[src/rtl/bp_pkg.sv]
// rtl/bp_pkg.sv - shared types and helpers for the gshare pattern history table controller
//
// Contents:
//   cnt_e      - 2-bit saturating counter encoding (SNT/WNT/WT/ST); prediction is bit 1
//   CNT_RESET  - value written on reset and by the clear sequence (weakly not-taken)
//   state_e    - clear sequencer states (IDLE, CLEAR)
//   sat_update - pure counter update: taken counts up, not-taken counts down, both saturate
package bp_pkg;

    typedef enum logic [1:0] {
        CNT_SNT = 2'b00,
        CNT_WNT = 2'b01,
        CNT_WT  = 2'b10,
        CNT_ST  = 2'b11
    } cnt_e;

    localparam cnt_e CNT_RESET = CNT_WNT;

    typedef enum logic {
        ST_IDLE  = 1'b0,
        ST_CLEAR = 1'b1
    } state_e;

    function automatic cnt_e sat_update(input cnt_e cnt, input logic taken);
        cnt_e nxt;
        nxt = cnt;
        if (taken) begin
            if (cnt != CNT_ST) begin
                nxt = cnt_e'(cnt + 2'd1);
            end
        end else begin
            if (cnt != CNT_SNT) begin
                nxt = cnt_e'(cnt - 2'd1);
            end
        end
        return nxt;
    endfunction

endpackage

[src/rtl/gshare_pht_ctrl.sv]
// rtl/gshare_pht_ctrl.sv - gshare predictor controller: PHT of 2-bit counters, global history, clear sequencer
//
// Ports:
//   clock, reset                    - rising-edge clock, asynchronous active-high reset
//   lookup_valid, lookup_pc         - fetch-side branch lookup (one per cycle)
//   lookup_pred                     - predicted direction, combinational from current state
//   lookup_idx                      - PHT index used, travels with the branch to resolve
//   lookup_ghr                      - history before this lookup's speculative shift (checkpoint)
//   resolve_valid, resolve_idx      - execute-side resolution of a previously looked-up branch
//   resolve_ghr                     - checkpoint returned from lookup_ghr
//   resolve_taken, resolve_mispred  - actual direction and mispredict flag
//   clear_req                       - start a full PHT/history clear
//   busy                            - clear sequence in progress (registered)
module gshare_pht_ctrl
    import bp_pkg::*;
#(
    parameter int PHT_ENTRIES = 64,
    parameter int GHR_BITS    = 6,
    localparam int IDX_W      = $clog2(PHT_ENTRIES)
) (
    input  logic                clock,
    input  logic                reset,
    input  logic                lookup_valid,
    input  logic [31:0]         lookup_pc,
    output logic                lookup_pred,
    output logic [IDX_W-1:0]    lookup_idx,
    output logic [GHR_BITS-1:0] lookup_ghr,
    input  logic                resolve_valid,
    input  logic [IDX_W-1:0]    resolve_idx,
    input  logic [GHR_BITS-1:0] resolve_ghr,
    input  logic                resolve_taken,
    input  logic                resolve_mispred,
    input  logic                clear_req,
    output logic                busy
);

    localparam logic [IDX_W-1:0] LAST_PTR = IDX_W'(PHT_ENTRIES - 1);

    logic [PHT_ENTRIES-1:0][1:0] pht;
    logic [GHR_BITS-1:0]         ghr;
    logic [IDX_W-1:0]            clear_ptr;
    state_e                      state;

    // History may be shorter than the index; it is zero-extended so it only
    // perturbs the low index bits.
    function automatic logic [IDX_W-1:0] pht_hash(input logic [IDX_W-1:0]    pc_bits,
                                                  input logic [GHR_BITS-1:0] hist);
        logic [IDX_W-1:0] hist_ext;
        hist_ext                 = '0;
        hist_ext[GHR_BITS-1:0]   = hist;
        return pc_bits ^ hist_ext;
    endfunction

    // Instruction-aligned PC: bits [1:0] carry no information, and bits above
    // the index are not part of the hash.
    logic unused_bits;
    assign unused_bits = ^{lookup_pc[31:IDX_W+2], lookup_pc[1:0], resolve_ghr[GHR_BITS-1]};

    // ------------------------------------------------------------------
    // Combinational lookup. There is deliberately no bypass from a
    // resolve in the same cycle: the lookup sees the stored counter.
    // ------------------------------------------------------------------
    assign lookup_idx  = pht_hash(lookup_pc[IDX_W+1:2], ghr);
    assign lookup_ghr  = ghr;
    assign lookup_pred = busy ? 1'b0 : pht[lookup_idx][1];

    // ------------------------------------------------------------------
    // Counter array. While clearing, the sequencer owns the write port
    // and resolves are dropped.
    // ------------------------------------------------------------------
    always_ff @(posedge clock or posedge reset) begin
        if (reset) begin
            for (int i = 0; i < PHT_ENTRIES; i++) begin
                pht[i] <= CNT_RESET;
            end
        end else if (state == ST_CLEAR) begin
            pht[clear_ptr] <= CNT_RESET;
        end else if (resolve_valid) begin
            pht[resolve_idx] <= sat_update(cnt_e'(pht[resolve_idx]), resolve_taken);
        end
    end

    // ------------------------------------------------------------------
    // Clear sequencer and global history.
    // History priority in IDLE: clear > mispredict restore > speculative shift.
    // A restore rebuilds history from the branch's checkpoint plus its real
    // outcome, discarding any younger speculative shifts.
    // ------------------------------------------------------------------
    always_ff @(posedge clock or posedge reset) begin
        if (reset) begin
            state     <= ST_IDLE;
            busy      <= 1'b0;
            clear_ptr <= '0;
            ghr       <= '0;
        end else begin
            case (state)
                ST_IDLE: begin
                    if (clear_req) begin
                        state     <= ST_CLEAR;
                        busy      <= 1'b1;
                        clear_ptr <= '0;
                        ghr       <= '0;
                    end else if (resolve_valid && resolve_mispred) begin
                        ghr <= {resolve_ghr[GHR_BITS-2:0], resolve_taken};
                    end else if (lookup_valid) begin
                        ghr <= {ghr[GHR_BITS-2:0], lookup_pred};
                    end
                end
                ST_CLEAR: begin
                    clear_ptr <= clear_ptr + 1'b1;
                    if (clear_ptr == LAST_PTR) begin
                        state <= ST_IDLE;
                        busy  <= 1'b0;
                    end
                end
                default: begin
                    state <= ST_IDLE;
                    busy  <= 1'b0;
                end
            endcase
        end
    end

endmodule
[config.mk]
export PLATFORM = sky130hd
export DESIGN_NAME = gshare_pht_ctrl
export DESIGN_NICKNAME = d
export VERILOG_FILES = /design/src/rtl/bp_pkg.sv /design/src/rtl/gshare_pht_ctrl.sv
export SDC_FILE = /design/constraint.sdc
export NUM_CORES = 1
export LEC_CHECK = 0
export CORE_ASPECT_RATIO = 2
export CORE_MARGIN = 3
export CORE_UTILIZATION = 55
export DETAILED_ROUTE_END_ITERATION = 12
export PLACE_DENSITY = 0.76
export SLEW_MARGIN = 20
export SYNTH_ARGS = -nofsm -noshare
export SYNTH_HDL_FRONTEND = slang
export SYNTH_SLANG_ARGS = --single-unit
[constraint.sdc]
create_clock -name clock -period 14.75 [get_ports clock]
set_clock_uncertainty 0.15 [all_clocks]
set_input_delay 2.95 -clock clock [delete_from_list [all_inputs] [get_ports clock]]
set_output_delay 2.95 -clock clock [all_outputs]
set_load 0.01 [all_outputs]
# == Yosys cells after proc, flatten, opt, wreduce, memory -nomap -nowiden ==
# Index checks and enable logic that the tools add are counted.
# classes
n_mux,28
order_cmp,5
n_eq_ne,4
n_mul,0
add_sub_neg,3
div_mod_pow,0
bitwise_logic,5
shifts,0
n_reduce_logical,8
# ops
cell,n
$mux 128,2
$bwmux 128,1
$and 64x64->64,1
$not 64->64,1
$or 64x64->64,1
$bmux 2 s6,2
$demux 2 s6,2
$mux 6,4
$lt 6x7->1 const B,3
$mux 2,9
$ge 6x1->1 const B,2
$pmux 6 s2,1
$add 6x1->6 const B,1
$eq 6x6->1 const B,1
$xor 6x6->6,1
$mux 1,5
$ne 2x2->1 const B,2
$pmux 1 s2,2
$reduce_and 2->1,2
$reduce_bool 2->1,2
$logic_and 1x1->1,3
$reduce_bool 3->1,1
$add 2x1->2 const B,1
$ne 2x1->1 const B,1
other kinds (2),2
# word_totals
word_cells,121
input_bits,51
mem_bits_rw,0
rom_bits,0
latch_bits,0
out_inout_bits,14
ff_bits,142
mem_count,0

# == Depth between registers and ports, before layout ==
# Gate-level depths: netlist of run 1.
# logic_depth
ltp_word,10
depth_mapped,12
mapped_depth_nobuf,8

# == Worst setup path after synthesis of run 1 ==
# No wires, ideal clock.
# synth_path
kind,input port to output port
start,input port lookup_pc[3]
end,output port lookup_pred
slack_ns,6.782
t_arrival_ns,4.868
path_buffers,1
cell_stages,6
required_ns,11.650
path_cell_list,xor2_1 buf_4 mux4_2 mux4_2 o22ai_1 nor3_1
# synth_between
elab_chain_len,4
# synth_rtl
item,line,text
from (decl),gshare_pht_ctrl.sv:24,"input logic [31:0] lookup_pc,"
$xor 6x6->6,gshare_pht_ctrl.sv:51,return pc_bits ^ hist_ext;
via lookup_idx[1],gshare_pht_ctrl.sv:26,"output logic [IDX_W-1:0] lookup_idx,"
$bmux 2 s6,gshare_pht_ctrl.sv:65,assign lookup_pred = busy ? 1'b0 : pht[lookup_idx][1];
$mux 2 (implied by the code),gshare_pht_ctrl.sv:65,
$mux 1,gshare_pht_ctrl.sv:65,
to (decl),gshare_pht_ctrl.sv:25,"output logic lookup_pred,"
# The timed path passes the listed nets, and every way through them passes these cells. The select of a mux whose other input is x is not followed.

# == Worst setup path in the final report of run 1 ==
# layout_path
start,input port lookup_pc[6]
end,output port lookup_pred
# layout_between
elab_chain_len,4
# layout_rtl
item,line
$xor 6x6->6,gshare_pht_ctrl.sv:51
$bmux 2 s6,gshare_pht_ctrl.sv:65
$mux 2 (implied by the code),gshare_pht_ctrl.sv:65
$mux 1,gshare_pht_ctrl.sv:65
# No other way between the ends. The select of a mux whose other input is x is not followed.

==> results of run 1 <==
-- worst min-delay path: cells and delay by family, from the launching register on --
| kind | cells | cell delay [ns] |
|---|---|---|
| buffers and inverters | 1 | 0.04 |
| flip-flops | 1 | 0.37 |
| AO/OA/AOI/OAI | 1 | 0.05 |
-- registers in the layout, indices dropped and copies added, names as in the netlist --
register,flops
pht,128
lookup_ghr,6
busy,1
state,1
clear_ptr,6
-- layout make-up --
class / count / area, µm²
fillers: 1304 / 5760
multi-input cells: 712 / 4740
flip-flops and latches: 142 / 3630
clock buffers: 20 / 457
repair buffers: 50 / 453
well taps: 198 / 248
clock inverters: 11 / 118
inverters: 10 / 42.5
-- cells in the final DEF (no fill, tap or decap), drive strengths merged, types with 17 or more instances in the layout --
master	count
mux4	32
nand2	98
nor3	35
clkdlybuf4s50	34
nand3	17
dfstp	64
nor2	113
dfrtp	78
clkbuf	20
a21oi	65
o21ai	103
mux2i	56
nand3b	17
-- worst min-delay path by stage --
stage              end  slack (ns)  cells past startpoint
2_1_floorplan  pht[52]        0.29                      2
3_3_place_gp   pht[52]        0.31                      2
3_5_place_dp   pht[52]        0.31                      2
4_1_cts        pht[52]        0.32                      2
5_1_grt        pht[52]        0.36                      2
6_report       pht[52]        0.32                      2
-- layer usage --
| layer | global-route usage | wire length [µm] |
|---|---|---|
| met5 | 0 | 0 |
| met4 | 0.357 | 3600 |
| met3 | 0.0948 | 2850 |
| met2 | 0.567 | 14300 |
| met1 | 0.381 | 9670 |
-- cells by family (layout without fill, tap and decap cells) --
logic type               after synthesis  in the layout  share of synthesized area
AND/OR/NAND/NOR                      336            336                      0.181
AO/OA/AOI/OAI                        267            267                      0.186
flip-flops                           142            142                      0.414
multiplexers                          99             99                      0.160
buffers and inverters                 82             91                     0.0475
XOR/XNOR                               7              7                    0.00699
adder cells (fa/ha/maj)                3              3                    0.00385
-- power by group through the flow --
stage | registers [mW] | clock network [mW] | logic, mW
detailed placement | 0.669 | 0 | 0.511
global route | 0.681 | 0.441 | 0.570
CTS | 0.663 | 0.427 | 0.515
finish | 0.670 | 0.427 | 0.527
global placement | 0.664 | 0 | 0.498
floorplan | 0.611 | 0 | 0.391
-- metrics by stage --
stage / std cells / power, mW
2_1_floorplan: 936 / 1.00
3_3_place_gp: 1112 / 1.16
3_5_place_dp: 1112 / 1.18
4_1_cts: 1143 / 1.60
5_1_grt: 1143 / 1.69
6_report: 1143 / 1.62
==> results.md, run 1 <==
- RSZ-0062 raised after global routing: no
- Cell Pwr Density: about 170 nW/µm²
- Post-route design area: 9690 µm²
- Synthesized flop and latch total: roughly 140
- Io pins: between 60 and 70
- Dpl ws: between 5 and 6 ns
- P&R area growth vs syn: 10.6%
- List of most frequent post-synthesis cells: 113 x nor2_1, 98 x nand2_1, 88 x o21ai_0
- Worst path most repeated cell: clkdlybuf4s50_1
- Starting DRT DRC Count: 973
- GRT Residual Overflow: 0
- Vias in the first global route: approximately 8000
- Final period utilization: 0.606
- Max-cap violation count: 0
- Clk root buf: clkbuf_16
- Via count: about 8100
- First-pass GRT wire length: around 47000 µm
- Worst path bufs/invs: 2
- Ys flop type: dfrtp_1
- Synth Area per Inst: 9.37 µm²
- Fin util: 0.627
- Postcts setup bufs: 0
- Global Route Usage Sum: 0.363
- NumNets Final: about 990
- Syn Nets: roughly 1000
- Min Hold Slack: around 0.32 ns
- Drt total wl: about 30000 µm
- DRC: 0
- CP endpoint kind: output pin
- Psw: roughly 0.61 mW
- CTS buffer count: 17
- Final Setup Violations: 0
- Largest net degree at the start of global routing: 76
- Core Box Area: between 15000 and 20000 µm²
- IO buf count: 37
- Post-CTS resize count: 0
- Post-Syn Area: between 8000 and 9000 µm²
- Hold buffers post-CTS: 0
- Die height: between 150 and 200 µm
- Status: finished clean
- Cell taking the most area after synthesis: dfrtp_1
- DRT Pass-1 Iters: 7
- DR vias/cell: 7.08
- Clock transition at path regs: about 0.06 ns
- R2r setup slk: 11.24 ns
- R2r endpoint: pht[73]
- Cell with the most instances after synthesis: nor2_1
- Worst slew margin: 0.224
- Synth top area share: 0.223
- Cell-internal power: a little over 1 mW
- Max-slew violations: 0
- Clock power frac: 0.263
- Critical path type: in -> out
- Clk sink count: 142
- Slew of the pin with the lowest slew margin: roughly 1.2 ns
- Lkg Pwr: ~3.6 nW
- Worst VDD drop: roughly 0.088 mV
- Fin crit period: roughly 8.9 ns
- Drt wl/cell: between 20 and 30 µm
- Peak Freq: 112 MHz
- CTS tree: done
- EDFF count, synth: 0
- DP Area: 9120 µm²
- Final HPWL DP: roughly 21000 µm
- N_diodes: 0
- ANT nets after route: 0
- Worst path top cell family by delay: buffers and inverters
- Worst endpoint data arrival time: between 5 and 6 ns
- Synth warn: 0
- Comb pwr share: 0.325
- Worst-path cell chain: clkdlybuf4s50_1 -> xor2_1 -> mux4_2 -> mux2i_1 -> o221ai_1 -> nor2_1 -> nor3_1 -> clkdlybuf4s50_1
- Worst R2R Start: pht[118]
- CP Launch Point: lookup_pc[6]
- Longest Clk Path Bufs: 2
- Power share of the sequential group: 0.412
- Max Fanout on Critical Path: 9
- Initial antenna violation count: 0
- Worst path max stage delay: 0.87 ns
- GPL Wtd Cong: 1.01
- Max stage delay cell, worst path: xor2_1
- Rows: 64
- Max H-tree Level: 4
- Final TNS setup: 0 ns
- CP endpoint: lookup_pred
- Die Span X: approximately 95 µm
- Setup ws final: 5.81 ns
- Top cells by area, synth: dfrtp_1 22%, dfstp_2 19%, mux4_2 8.2%
- Hold Crit Class: reg -> reg
- Levels on crit path: 8
- Post-synthesis cell type count: 66
- Final hold viol count: 0
- Layout cells sized above 1: 0.178
- Die footprint: 17600 µm²
- Critical path startpoint category: primary input
- Initial core utilization: 0.567
- Worst path required time: roughly 12 ns
- Synth Instances: between 900 and 1000
- HP Start: pht[52]
- Reg2Reg Depth: 8
- Ys async rst share: 1.00
- Insertion delay to the later sink of the worst-skew pair: roughly 0.44 ns
- Switching part of the total: 0.377
- Sequential-to-total area share from yosys stat: 0.414
No activity file was read; power rests on OpenSTA's default activity.
==> run 2: changes to the inputs <==
Settings changed: CORE_UTILIZATION 55 to 54, PLACE_DENSITY 0.76 to 0.77.
Clock period 14.75 ns to 7.8 ns, I/O delays scaled along.
==> run 2 against run 1 <==
Sequential share of layout area down 0.37 points. Largest power group unchanged. Worst hold slack gained 0.0016 ns. Non-clock buffer count increased by 5. First-iteration DRC count rose by 13%. Via count is 3.0% higher. Sequential cell count did not move. Power grew 96%. Critical path depth decreased by 1. Cell area is 0.99% higher. Critical endpoint unchanged. Die area is 1.8% higher. Critical path type unchanged. Global-route usage grew 1.2 points. Largest cell class unchanged.
==> results.md, run 2 (synthesized netlist as in run 1, its figures left out) <==
- Clock transition at path regs: 0.06 ns (about the same)
- Max-cap violation count: 0 (unchanged)
- Die footprint: 17900 µm² (was 17600 µm²)
- Most frequent cells in the layout: 113 x nor2_1, 98 x nand2_1, 88 x o21ai_0, 77 x dfrtp_1, 65 x a21oi_1 (unchanged)
- IO buf count: 37 (unchanged)
- CTS tree: done (unchanged)
- Top reg by flops: pht (unchanged)
- Final Setup Violations: 0 (unchanged)
- GRT Residual Overflow: 0 (unchanged)
- Fin util: 0.617 (was 0.627)
- Post-CTS resize count: 0 (unchanged)
- Final period utilization: 0.830
- Worst path required time: 6.09 ns (was 11.65 ns)
- Power share of the sequential group: 0.403 (was 0.412)
- Slew of the pin with the lowest slew margin: 1.12 ns (was 1.16 ns)
- Peak Freq: between 150 and 200 MHz
- Status: finished clean (unchanged)
- Die height: 186 µm (was 185 µm)
- ANT nets after route: 0 (unchanged)
- Rows: 65 (was 64)
- Io pins: 65 (unchanged)
- Worst Hold Depth: 2 (unchanged)
- CP endpoint kind: output pin (unchanged)
- Lkg Pwr: 3.69 nW (was 3.64 nW)
- Drt total wl: 31900 µm (was 30400 µm)
- Layout cells sized above 1: 0.182 (was 0.178)
- Fin crit period: between 6 and 7 ns
- Global route hottest layer: met2 (unchanged)
- Postcts setup bufs: 0 (unchanged)
- Worst slew margin: 0.252 (was 0.224)
- Cell Pwr Density: 325 nW/µm² (was 168 nW/µm²)
- Final Power: 3.18 mW (was 1.62 mW)
- Number of flip-flops in the largest register: 128 (unchanged)
- N_diodes: 0 (unchanged)
- Final HPWL DP: 21200 µm (was 20600 µm)
- Max H-tree Level: 4 (unchanged)
- Via count: 8333 (was 8094)
- Initial core utilization: 0.553 (was 0.567)
- RSZ-0062 raised after global routing: no (unchanged)
- Psw: 1.20 mW (was 0.612 mW)
- Met1 usage: 0.408 (was 0.381)
- Commonest non-fill, non-tap cell in the layout: nor2_1 (unchanged)
- Longest Clk Path Bufs: 2 (unchanged)
- Reg2Reg Depth: 8 (unchanged)
- Global-route met2 utilization: 0.574 (was 0.567)
- Global Route Usage Sum: 0.376 (was 0.363)
- GPL Wtd Cong: 1.04 (was 1.01)
- Vias in the first global route: 8090 (was 8144)
- Hold Crit Class: reg -> reg (unchanged)
- Starting DRT DRC Count: 1102 (was 973)
- Insertion delay to the later sink of the worst-skew pair: 0.44 ns (about the same)
- P&R area growth vs syn: 11.7% (was 10.6%)
- Critical path type: in -> out (unchanged)
- DRT Pass-1 Iters: 6 (was 7)
- Core Box Area: 15900 µm² (was 15500 µm²)
- Max Fanout on Critical Path: 10 (was 9)
- CTS buffer count: 17 (unchanged)
- Worst VDD drop: 0.126 mV (was 0.0884 mV)
- Drt wl/cell: 27.7 µm (was 26.6 µm)
- Cell-internal power: 1.98 mW (was 1.01 mW)
- DRC: 0 (unchanged)
- Final hold viol count: 0 (unchanged)
- Max-slew violations: 0 (unchanged)
- Clk sink count: 142 (unchanged)
- Met3 usage: 0.128 (was 0.0948)
- NumNets Final: 990 (was 985)
- Die Span X: 96.1 µm (was 95.3 µm)
- Comb pwr share: 0.317 (was 0.325)
- First-pass GRT wire length: 48000 µm (was 46500 µm)
- Switching part of the total: 0.376 (was 0.377)
- Initial antenna violation count: 0 (unchanged)
- Critical path startpoint category: primary input (unchanged)
- Hold buffers post-CTS: 0 (unchanged)
- Clk root buf: clkbuf_16 (unchanged)
- Clock power frac: 0.280 (was 0.263)
- Largest net degree at the start of global routing: 90 (was 76)
- Final TNS setup: 0 ns (unchanged)
- DR vias/cell: 7.23 (was 7.08)
- Worst endpoint data arrival time: 4.77 ns (was 5.84 ns)
## run 2: area by class of cell
type,instances,area [µm²]
fill,1332,6070
sequential,142,3630
tap,201,251
inverter,10,42.5
clock buffer,19,443
timing repair buffer,55,490
clock inverter,13,189
multi-input combinational,712,4740
## run 2: power groups by stage
stage                     registers, mW  clock network, mW  logic [mW]
final                              1.28              0.889        1.01
after global routing               1.30              0.927        1.08
after global placement             1.26                  0       0.936
after CTS                          1.26              0.892       0.973
after detailed placement           1.27                  0       0.964
after floorplan                    1.15                  0       0.739
## run 2: layer usage
metal / part of all wire / vias to the layer above / wire length, µm
met5: 0 / - / 0
met4: 0.10 / 0 / 3290
met3: 0.11 / 224 / 3480
met2: 0.47 / 665 / 15000
met1: 0.32 / 3986 / 10200
li1: - / 3458 / -
## run 2: critical path, cell delays in order
cell	delay (ns)
clkdlybuf4s50_1	0.50
xor2_2	0.79
mux4_2	0.63
mux4_2	0.53
o22ai_1	0.17
nor3_1	0.08
clkdlybuf4s50_1	0.49
## run 2: worst paths after layout
path | from | slack, ns | endpoint
setup / recovery | lookup_pc[3] | 1.32 | lookup_pred
hold / removal | pht[52] | 0.32 | pht[52]
setup reg to reg | pht[70] | 3.98 | pht[95]
hold reg to reg | pht[52] | 0.32 | pht[52]
max in group asynchronous | reset | 4.68 | state
min in group asynchronous | reset | 1.47 | pht[101]
## run 2: per-stage QoR
step           setup slack (ns)  std cells  hold WS, ns  cell area, µm²
4_1_cts                    1.35       1152        0.317            9790
3_3_place_gp               1.38       1120        0.300            9160
3_5_place_dp               1.35       1120        0.302            9160
6_report                   1.32       1152        0.319            9790
5_1_grt                    1.17       1152        0.322            9790
2_1_floorplan              2.39        936        0.287            8770
